`src/rtl/iprf_wb_arb_if.sv`:
```
// Shared packet types and the writeback request/PRF-write bundle between
// the execution-side requesters, the writeback arbiter and the PRF.
package iprf_wb_pkg;
  localparam int IPRF_NUM_WRITES = 2;
  localparam int PDST_W          = 7;
  localparam int DATA_W          = 32;

  typedef struct packed {
    logic [PDST_W-1:0] pdst;
    logic [DATA_W-1:0] data;
  } t_prf_wr_pkt;

  typedef struct packed {
    logic       valid;
    logic [5:0] rob_id;
  } t_nuke_pkt;
endpackage

interface iprf_wb_arb_if #(
  parameter int NUM_REQ   = 4,
  parameter int NUM_PORTS = iprf_wb_pkg::IPRF_NUM_WRITES
);
  logic [NUM_REQ-1:0]                            req_valid_ex;
  iprf_wb_pkg::t_prf_wr_pkt [NUM_REQ-1:0]        req_pkt_ex;
  logic [NUM_REQ-1:0]                            req_ready_ex;
  logic [NUM_PORTS-1:0]                          iprf_wr_en_ro0;
  iprf_wb_pkg::t_prf_wr_pkt [NUM_PORTS-1:0]      iprf_wr_pkt_ro0;

  modport master (
    output req_valid_ex, req_pkt_ex,
    input  req_ready_ex, iprf_wr_en_ro0, iprf_wr_pkt_ro0
  );

  modport slave (
    input  req_valid_ex, req_pkt_ex,
    output req_ready_ex, iprf_wr_en_ro0, iprf_wr_pkt_ro0
  );
endinterface

```
`src/rtl/iprf_wb_arb.sv`:
```
// Writeback arbiter: one holding buffer per requester, round-robin grant of up
// to NUM_PORTS buffered writes per cycle onto registered PRF write ports.
module iprf_wb_arb
  import iprf_wb_pkg::*;
#(
  parameter int NUM_REQ   = 4,
  parameter int NUM_PORTS = IPRF_NUM_WRITES,
  parameter int REQ_IDX_W = $clog2(NUM_REQ)
) (
  input  logic          clk,
  input  logic          reset,
  input  t_nuke_pkt     nuke_rb1,
  iprf_wb_arb_if.slave  bus,
  output logic          wb_busy
);

  logic [NUM_REQ-1:0]              hold_vld_q, hold_vld_d;
  t_prf_wr_pkt [NUM_REQ-1:0]       hold_pkt_q, hold_pkt_d;
  logic [REQ_IDX_W-1:0]            rr_ptr_q, rr_ptr_d;
  logic [NUM_PORTS-1:0]            wr_en_q, wr_en_d;
  t_prf_wr_pkt [NUM_PORTS-1:0]     wr_pkt_q, wr_pkt_d;
  logic [NUM_REQ-1:0]              grant, ready, accept;
  logic                            nuke;
  int                              scan_idx, gcnt;
  logic [REQ_IDX_W-1:0]            sidx;
  logic                            unused_nuke_fields;

  assign nuke               = nuke_rb1.valid;
  assign unused_nuke_fields = ^nuke_rb1.rob_id;

  // Grant scan: walk from rr_ptr, first NUM_PORTS valid holders fill ports in order
  always_comb begin
    grant    = '0;
    wr_en_d  = '0;
    wr_pkt_d = '0;
    rr_ptr_d = rr_ptr_q;
    gcnt     = 0;
    scan_idx = 0;
    sidx     = '0;
    for (int j = 0; j < NUM_REQ; j++) begin
      scan_idx = (int'(rr_ptr_q) + j) % NUM_REQ;
      sidx     = REQ_IDX_W'(scan_idx);
      if (!nuke && hold_vld_q[sidx] && gcnt < NUM_PORTS) begin
        grant[sidx] = 1'b1;
        for (int k = 0; k < NUM_PORTS; k++) begin
          if (k == gcnt) begin
            wr_en_d[k]  = 1'b1;
            wr_pkt_d[k] = hold_pkt_q[sidx];
          end
        end
        rr_ptr_d = REQ_IDX_W'((scan_idx + 1) % NUM_REQ);
        gcnt     = gcnt + 1;
      end
    end
  end

  // A buffer being drained this cycle can take a new packet at the same edge
  always_comb begin
    ready      = '0;
    accept     = '0;
    hold_vld_d = hold_vld_q;
    hold_pkt_d = hold_pkt_q;
    for (int i = 0; i < NUM_REQ; i++) begin
      ready[i]  = ~nuke & (~hold_vld_q[i] | grant[i]);
      accept[i] = bus.req_valid_ex[i] & ready[i];
      if (nuke) begin
        hold_vld_d[i] = 1'b0;
      end else if (accept[i]) begin
        hold_vld_d[i] = 1'b1;
        hold_pkt_d[i] = bus.req_pkt_ex[i];
      end else if (grant[i]) begin
        hold_vld_d[i] = 1'b0;
      end
    end
  end

  always_ff @(posedge clk or negedge reset) begin
    if (!reset) begin
      hold_vld_q <= '0;
      rr_ptr_q   <= '0;
      wr_en_q    <= '0;
      wr_pkt_q   <= '0;
    end else begin
      hold_vld_q <= hold_vld_d;
      rr_ptr_q   <= rr_ptr_d;
      wr_en_q    <= wr_en_d;
      wr_pkt_q   <= wr_pkt_d;
    end
  end

  // Buffered payload is qualified by hold_vld_q, so it needs no reset
  always_ff @(posedge clk) begin
    hold_pkt_q <= hold_pkt_d;
  end

  assign bus.req_ready_ex    = ready;
  assign bus.iprf_wr_en_ro0  = wr_en_q;
  assign bus.iprf_wr_pkt_ro0 = wr_pkt_q;
  assign wb_busy             = (|hold_vld_q) | (|wr_en_q);

  for (genvar k = 0; k < NUM_PORTS; k++) begin : g_pdst_chk
    for (genvar m = k + 1; m < NUM_PORTS; m++) begin : g_pair
      a_pdst_unique: assert property (@(posedge clk) disable iff (!reset)
        !(wr_en_q[k] && wr_en_q[m] && (wr_pkt_q[k].pdst == wr_pkt_q[m].pdst)));
    end
  end

  for (genvar i = 0; i < NUM_REQ; i++) begin : g_req_chk
    a_pkt_stable: assert property (@(posedge clk) disable iff (!reset)
      (bus.req_valid_ex[i] && !ready[i]) |=> $stable(bus.req_pkt_ex[i]));
  end

endmodule
```
`src/flat_wrapper.sv`:
```
// flat-port wrapper written by rule: the top's interface ports become plain ports
module iprf_wb_arb_flat import iprf_wb_pkg::*;
#(
  parameter int NUM_REQ   = 4,
  parameter int NUM_PORTS = IPRF_NUM_WRITES,
  parameter int REQ_IDX_W = $clog2(NUM_REQ)
)
  (clk, reset, nuke_rb1, wb_busy, bus_req_valid_ex, bus_req_pkt_ex, bus_req_ready_ex, bus_iprf_wr_en_ro0, bus_iprf_wr_pkt_ro0);
  iprf_wb_arb_if #(.NUM_REQ(NUM_REQ), .NUM_PORTS(NUM_PORTS)) bus_i ();
  input  logic clk;
  input  logic reset;
  input  t_nuke_pkt nuke_rb1;
  output logic wb_busy;
  input wire logic [$bits(bus_i.req_valid_ex)-1:0] bus_req_valid_ex;
  input wire logic [$bits(bus_i.req_pkt_ex)-1:0] bus_req_pkt_ex;
  output wire logic [$bits(bus_i.req_ready_ex)-1:0] bus_req_ready_ex;
  output wire logic [$bits(bus_i.iprf_wr_en_ro0)-1:0] bus_iprf_wr_en_ro0;
  output wire logic [$bits(bus_i.iprf_wr_pkt_ro0)-1:0] bus_iprf_wr_pkt_ro0;
  assign bus_i.req_valid_ex = bus_req_valid_ex;
  assign bus_i.req_pkt_ex = bus_req_pkt_ex;
  assign bus_req_ready_ex = bus_i.req_ready_ex;
  assign bus_iprf_wr_en_ro0 = bus_i.iprf_wr_en_ro0;
  assign bus_iprf_wr_pkt_ro0 = bus_i.iprf_wr_pkt_ro0;
  iprf_wb_arb #(.NUM_REQ(NUM_REQ), .NUM_PORTS(NUM_PORTS), .REQ_IDX_W(REQ_IDX_W)) u_core (.clk(clk), .reset(reset), .nuke_rb1(nuke_rb1), .bus(bus_i), .wb_busy(wb_busy));
endmodule
```
`config.mk`:
```
export PLATFORM = sky130hd
export DESIGN_NAME = iprf_wb_arb_flat
export DESIGN_NICKNAME = d
export VERILOG_FILES = /design/src/rtl/iprf_wb_arb_if.sv /design/src/rtl/iprf_wb_arb.sv /design/src/flat_wrapper.sv
export SDC_FILE = /design/constraint.sdc
export NUM_CORES = 1
export LEC_CHECK = 0
export BUFFER_PORTS_ARGS = -buffer_cell sky130_fd_sc_hd__clkbuf_2
export CORE_UTILIZATION = 56
export CTS_BUF_LIST = sky130_fd_sc_hd__clkbuf_4 sky130_fd_sc_hd__clkbuf_8 sky130_fd_sc_hd__clkbuf_16
export DETAILED_ROUTE_END_ITERATION = 12
export PLACE_DENSITY = 0.84
export SLEW_MARGIN = 20
export SYNTH_ARGS = -nofsm -noshare
export SYNTH_HDL_FRONTEND = slang
export SYNTH_SLANG_ARGS = --single-unit
export TNS_END_PERCENT = 20
```
`constraint.sdc`:
```
create_clock -name clk -period 8.8 [get_ports clk]
set_clock_uncertainty 0.2 [all_clocks]
set_input_delay 1.32 -clock clk [delete_from_list [all_inputs] [get_ports clk]]
set_output_delay 1.32 -clock clk [all_outputs]
set_load 0.02 [all_outputs]
```
Word level (Yosys, flattened, before mapping)
Index checks and enable logic that the tools add are counted.
Storage, ports and cells
  flip-flop bits (word level): 242
  latch bits: 0
  memory bits (writable): 0
  bits in read-only memories: 0
  bits of input ports: 169
  output and inout port bits: 85
  word-level logic and storage cells: 154
  memories: 0
Cells by class
  $add $sub $neg: 8
  multiply operators: 0
  div/mod/pow operators: 0
  $lt $le $gt $ge: 11
  eq/ne operators: 3
  shift operators: 0
  mux-type cells: 67
  bitwise gates (word level): 21
  reductions and logical operators: 26
Operators by type and width (count)
  two-way mux 39 bit: 11
  binary-select mux 39 bit (select 2 bit): 4
  two-way mux 78 bit: 3
  zero test 32 bit: 3
  equality test 2 x 32 -> 1 bit (first input constant): 2
  less-than comparator 32 x 3 -> 1 bit (second input constant): 2
  two-way mux 32 bit: 2
  adder 32 x 2 -> 32 bit (second input constant): 1
  two-way mux 1 bit: 28
  two-way mux 4 bit: 4
  two-way mux 2 bit: 7
  less-than comparator 2 x 3 -> 1 bit (second input constant): 4
  bitwise OR 4 bit: 3
  nonzero test 3 bit: 4
  logical AND 1 bit: 11
  adder 2 bit (second input constant): 5
  bitwise AND 1 bit: 8
  binary-select mux 1 bit (select 2 bit): 4
  demux 1 bit (select 2 bit): 4
  >= comparator 2 x 1 -> 1 bit (second input constant): 4
  AND reduction 2 bit: 4
  inverter 1 bit: 5
  bitwise OR 1 bit: 5
  nonzero test 4 bit: 1
  7 further kinds: 7

Longest topological paths before layout
  depth in word-level cells: 18
  depth in mapped cells: 15

Worst setup path before layout
OpenSTA, ideal clock, no wires.
  path kind: register to register
  start: register u_core.rr_ptr_q[1]
  end: register u_core.hold_pkt_q[117] in the netlist's numbering (enable)
  setup time: 492 ps
  arrival: 5507 ps
  path slack: 2601 ps
  cell stages (with the launch flop): 14
  buffers on the path: 5
  cells stage by stage: dfrtp_1 > buf_6 > clkbuf_1 > clkbuf_1 > inv_1 > ha_1 > buf_4 > or2_1 > o22ai_4 > and2_1 > clkbuf_1 > o311ai_0 > a21oi_1 > nor3b_1
On the way
  word-level cells in the longest chain between the ends: 17
RTL lines
  start, declared: line iprf_wb_arb.sv:19  | logic [REQ_IDX_W-1:0] rr_ptr_q, rr_ptr_d;
  start signal, assigned: line iprf_wb_arb.sv:85  | rr_ptr_q <= rr_ptr_d;
  binary-select mux 1 bit (select 2 bit): line iprf_wb_arb.sv:43  | if (!nuke && hold_vld_q[sidx] && gcnt < NUM_PORTS) begin
  two-way mux 1 bit (not written as such): line iprf_wb_arb.sv:43
  logical AND 1 bit: line iprf_wb_arb.sv:43
  two-way mux 1 bit: line iprf_wb_arb.sv:43
  less-than comparator 1 x 2 -> 1 bit: line iprf_wb_arb.sv:43
  logical AND 1 bit: line iprf_wb_arb.sv:43
  two-way mux 32 bit: line iprf_wb_arb.sv:43
  less-than comparator 32 x 3 -> 1 bit: line iprf_wb_arb.sv:43
  logical AND 1 bit: line iprf_wb_arb.sv:43
  two-way mux 32 bit: line iprf_wb_arb.sv:43
  less-than comparator 32 x 3 -> 1 bit: line iprf_wb_arb.sv:43
  logical AND 1 bit: line iprf_wb_arb.sv:43
  two-way mux 4 bit *: line iprf_wb_arb.sv:43
  bitwise OR 1 bit *: line iprf_wb_arb.sv:64  | ready[i] = ~nuke & (~hold_vld_q[i] | grant[i]);
  bitwise AND 1 bit *: line iprf_wb_arb.sv:64
  bitwise AND 1 bit *: line iprf_wb_arb.sv:65  | accept[i] = bus.req_valid_ex[i] & ready[i];
  AND reduction 2 bit (no line) *
  end signal, assigned: line iprf_wb_arb.sv:93  | hold_pkt_q <= hold_pkt_d;
  end, declared: line iprf_wb_arb.sv:18  | t_prf_wr_pkt [NUM_REQ-1:0] hold_pkt_q, hold_pkt_d;
Mark *: on every way between the ends. The rest lies on a longest branch, timed or not. The select of a mux whose other input is x is not followed.
A chain may end at the register's enable or synchronous reset.

Worst setup path after layout
  start: register u_core.rr_ptr_q[0]
  end: output bus_req_ready_ex[3]
On the way
  word-level cells in the longest chain between the ends: 15
RTL lines
  binary-select mux 1 bit (select 2 bit): line iprf_wb_arb.sv:43
  two-way mux 1 bit (not written as such): line iprf_wb_arb.sv:43
  logical AND 1 bit: line iprf_wb_arb.sv:43
  two-way mux 1 bit: line iprf_wb_arb.sv:43
  less-than comparator 1 x 2 -> 1 bit: line iprf_wb_arb.sv:43
  logical AND 1 bit: line iprf_wb_arb.sv:43
  two-way mux 32 bit: line iprf_wb_arb.sv:43
  less-than comparator 32 x 3 -> 1 bit: line iprf_wb_arb.sv:43
  logical AND 1 bit: line iprf_wb_arb.sv:43
  two-way mux 32 bit: line iprf_wb_arb.sv:43
  less-than comparator 32 x 3 -> 1 bit: line iprf_wb_arb.sv:43
  logical AND 1 bit: line iprf_wb_arb.sv:43
  two-way mux 4 bit *: line iprf_wb_arb.sv:43
  bitwise OR 1 bit *: line iprf_wb_arb.sv:64
  bitwise AND 1 bit *: line iprf_wb_arb.sv:64
  end, declared: line flat_wrapper.sv:16  | output wire logic [$bits(bus_i.req_ready_ex)-1:0] bus_req_ready_ex;
Marked as above.

==> run summary <==
Setup Crit Path Kind: register to primary output
internal reg-to-reg setup slack: 3.57 ns
worst min path class: input port to async pin
Synth Net Count: 1,083
Pwr per Cell Area: 365 nW/µm²
worst flop-to-flop path startpoint: u_core.rr_ptr_q[0]
crit path from: u_core.rr_ptr_q[0]
instance count on the critical path: 9
TNS Setup: 0 ns
Mapped Cells: 907
drt via density: 6.20
CP delay by family, top: simple AND/OR/NAND/NOR gates
register area share after synthesis: 52.8%
placed insts: 1,372
DRT antenna net count: 0
Peak VDD IR: 0.245 mV
top cell type by total area after synthesis: edfxtp_1
Critical R2R Capture: u_core.hold_pkt_q[129]
GRT overflow: 0
IO Pins: 254
post_cts resized: 0
Clock Root Buffer: clkbuf_16
critical path peak fanout: 66
pin count of the biggest net entering global routing: 85
Starting DRT DRC Count: 492
slew at the pin closest to its max-slew limit: 1.10 ns
max frequency: 0.154 GHz
Slowest cell on crit path: dfrtp_4
Multi-input gate area: 5770 µm²
Final period util: 74.0%
antenna violations before repair: 2
Critical Path, Cell by Cell: inv_1 -> ha_4 -> nand2b_1 -> o22ai_4 -> and2_2 -> o311ai_0 -> a21oi_1 -> nor2_1 -> clkbuf_2
CTS sink count: 242
Crit. End Element: primary output
FF-to-FF path depth: 9
drt first pass iters: 5
CTS tree: yes
std cell rows: 55
top cells by area, synth: edfxtp_1, dfrtp_1, mux4_2, mux2i_1, mux2_4
Routed WL: 30.6 mm
Skew-Pair Late Insertion Delay: 0.53 ns
die area: 23,700 µm²
Die Wd: 154 µm
GRT Util Overall: 25.6%
Max Cap Violations: 0
FILL cells: 1,614
Num CTS Buffers: 26
RSZ-0062 raised after global routing: no
Remaining DRCs: 0
outcome: finished, final reports clean
clock buffer depth: 3
area share of the largest cell type after synthesis: 36.2%
Startpoint Class: register
layout cell share with drive strength beyond 1: 42.5%
Die Ht: 154 µm
#FFs+latches synth: 242
Slew Limit Fails: 0
WP data arrival: 4.99 ns
vias in the first global route: 8,925
final setup violation count: 0
synth-to-layout area growth: 17.0%
Final Hold Violating Endpoints: 0
Initial Utilization: 57.2%
Yosys cell types: 49
# Post-CTS Setup Buffers: 0
core region area: 22,600 µm²
most common cell in the synthesized netlist: edfxtp_1
post-layout util: 66.9%
WP data required: 7.28 ns
storage element area: 6840 µm²
largest stage delay on the critical path: 1.12 ns
H-tree levels: 1
CP Capture Point: bus_req_ready_ex[3]
nets: 1,291
Leakage Power: 6.58 nW
dpl hpwl: 19.0 mm
Slew Limit Headroom: 26.7%
ys flop type: edfxtp_1
CP Buf/Inv Count: 2
synthesized area: 12,900 µm²
Post-synth top cells: edfxtp_1, dfrtp_1, nor2_1
asr flop ratio synth: 35.5%
DR vias: 8,810
Placer Congestion: 0.888
post-route minimum period: 6.51 ns
Post-CTS Hold Buffers: 0
drt wl/cell: 21.5 µm
Mapped Avg Cell Area: 14.3 µm²
Clock transition at path regs: 0.07 ns
PortBufs: 247
first-pass GRT wire length: 46.3 mm
Post-Layout Cell Count: 1,421
EDFF count, synth: 156
Synth Warn #: 0
[cell usage in the layout, fill, tap and decap left out, drive strengths merged, types with 2 or more instances in the layout]
cell type,instances
a211oi,3
a21oi,44
a221o,39
a22oi,2
a2bb2oi,39
and2,2
buf,12
clkbuf,279
clkinv,12
dfrtp,86
diode,2
edfxtp,156
ha,7
inv,6
mux2,78
mux2i,80
mux4,81
nand2,48
nand2b,2
nor2,86
nor2b,3
nor3,4
nor3b,4
o21ai,40
o21ba,4
o22ai,2
or2,2
[how the worst min path moves through the flow]
stage                           startpoint                        endpoint
CTS                  u_core.hold_pkt_q[37]  u_core.bus.iprf_wr_pkt_ro0[37]
global route                         reset  u_core.bus.iprf_wr_pkt_ro0[32]
global placement    u_core.hold_pkt_q[115]  u_core.bus.iprf_wr_pkt_ro0[76]
finish                               reset  u_core.bus.iprf_wr_pkt_ro0[33]
floorplan           u_core.hold_pkt_q[117]  u_core.bus.iprf_wr_pkt_ro0[39]
detailed placement  u_core.hold_pkt_q[115]  u_core.bus.iprf_wr_pkt_ro0[37]
[sequential cells by signal, summed over array words and instances, names as in the netlist]
name                        cells
u_core.bus.iprf_wr_pkt_ro0     78
u_core.hold_vld_q               4
u_core.hold_pkt_q             156
u_core.bus.iprf_wr_en_ro0       2
u_core.rr_ptr_q                 2
[per-stage QoR]
step | area, µm² | setup WS, ns | total power, mW | hold slack [ns]
6_report | 15200 | 2.29 | 5.53 | 0.565
5_1_grt | 15200 | 1.96 | 5.82 | 0.593
4_1_cts | 15100 | 2.23 | 5.55 | 0.563
3_5_place_dp | 14300 | 2.82 | 4.51 | 0.556
3_3_place_gp | 14300 | 2.92 | 4.41 | 0.534
2_1_floorplan | 12900 | 2.60 | 3.90 | 0.518
[final cells by class]
class,instances,share of cell area (%)
clock buffers,33,4.68
diodes,2,0.0330
repair buffers,258,8.85
multi-input cells,582,38.1
well taps,285,2.35
inverters,5,0.124
flip-flops and latches,242,45.2
clock inverters,14,0.685
[cell families after synthesis]
logic type | after synthesis | share of synthesized area [%]
compound gates | 179 | 10.2
xor+xnor | 2 | 0.135
fa+ha+maj | 7 | 0.677
buf+inv | 83 | 3.02
flops | 242 | 52.8
mux | 239 | 28.2
simple gates | 155 | 4.94
[layer usage]
metal | wire [µm] | up-vias | part of all wire [%] | track usage, %
met5 | 0 | - | 0 | 0
met4 | 1110 | 0 | 3.6 | 11.7
met3 | 2430 | 87 | 7.9 | 5.44
met2 | 15700 | 409 | 51 | 45.1
met1 | 11300 | 4327 | 37 | 30.0
li1 | - | 3987 | - | -
[report_power, final]
group	switching [mW]	internal, mW	total (mW)
Clock	0.433	0.599	1.03
Sequential	0.226	1.45	1.68
Combinational	1.43	1.39	2.82
Total	2.09	3.44	5.53
[worst register-to-register path, stage by stage (launching register included)]
cell and delay, ns:
dfrtp_4 1.12, inv_1 0.37, ha_4 0.76, nand2b_1 0.21
o22ai_4 0.27, and2_2 0.94, o311ai_0 0.24, a21oi_1 0.32
nor3b_2 0.08, buf_4 0.35
Power figures use the tool's default switching activity.
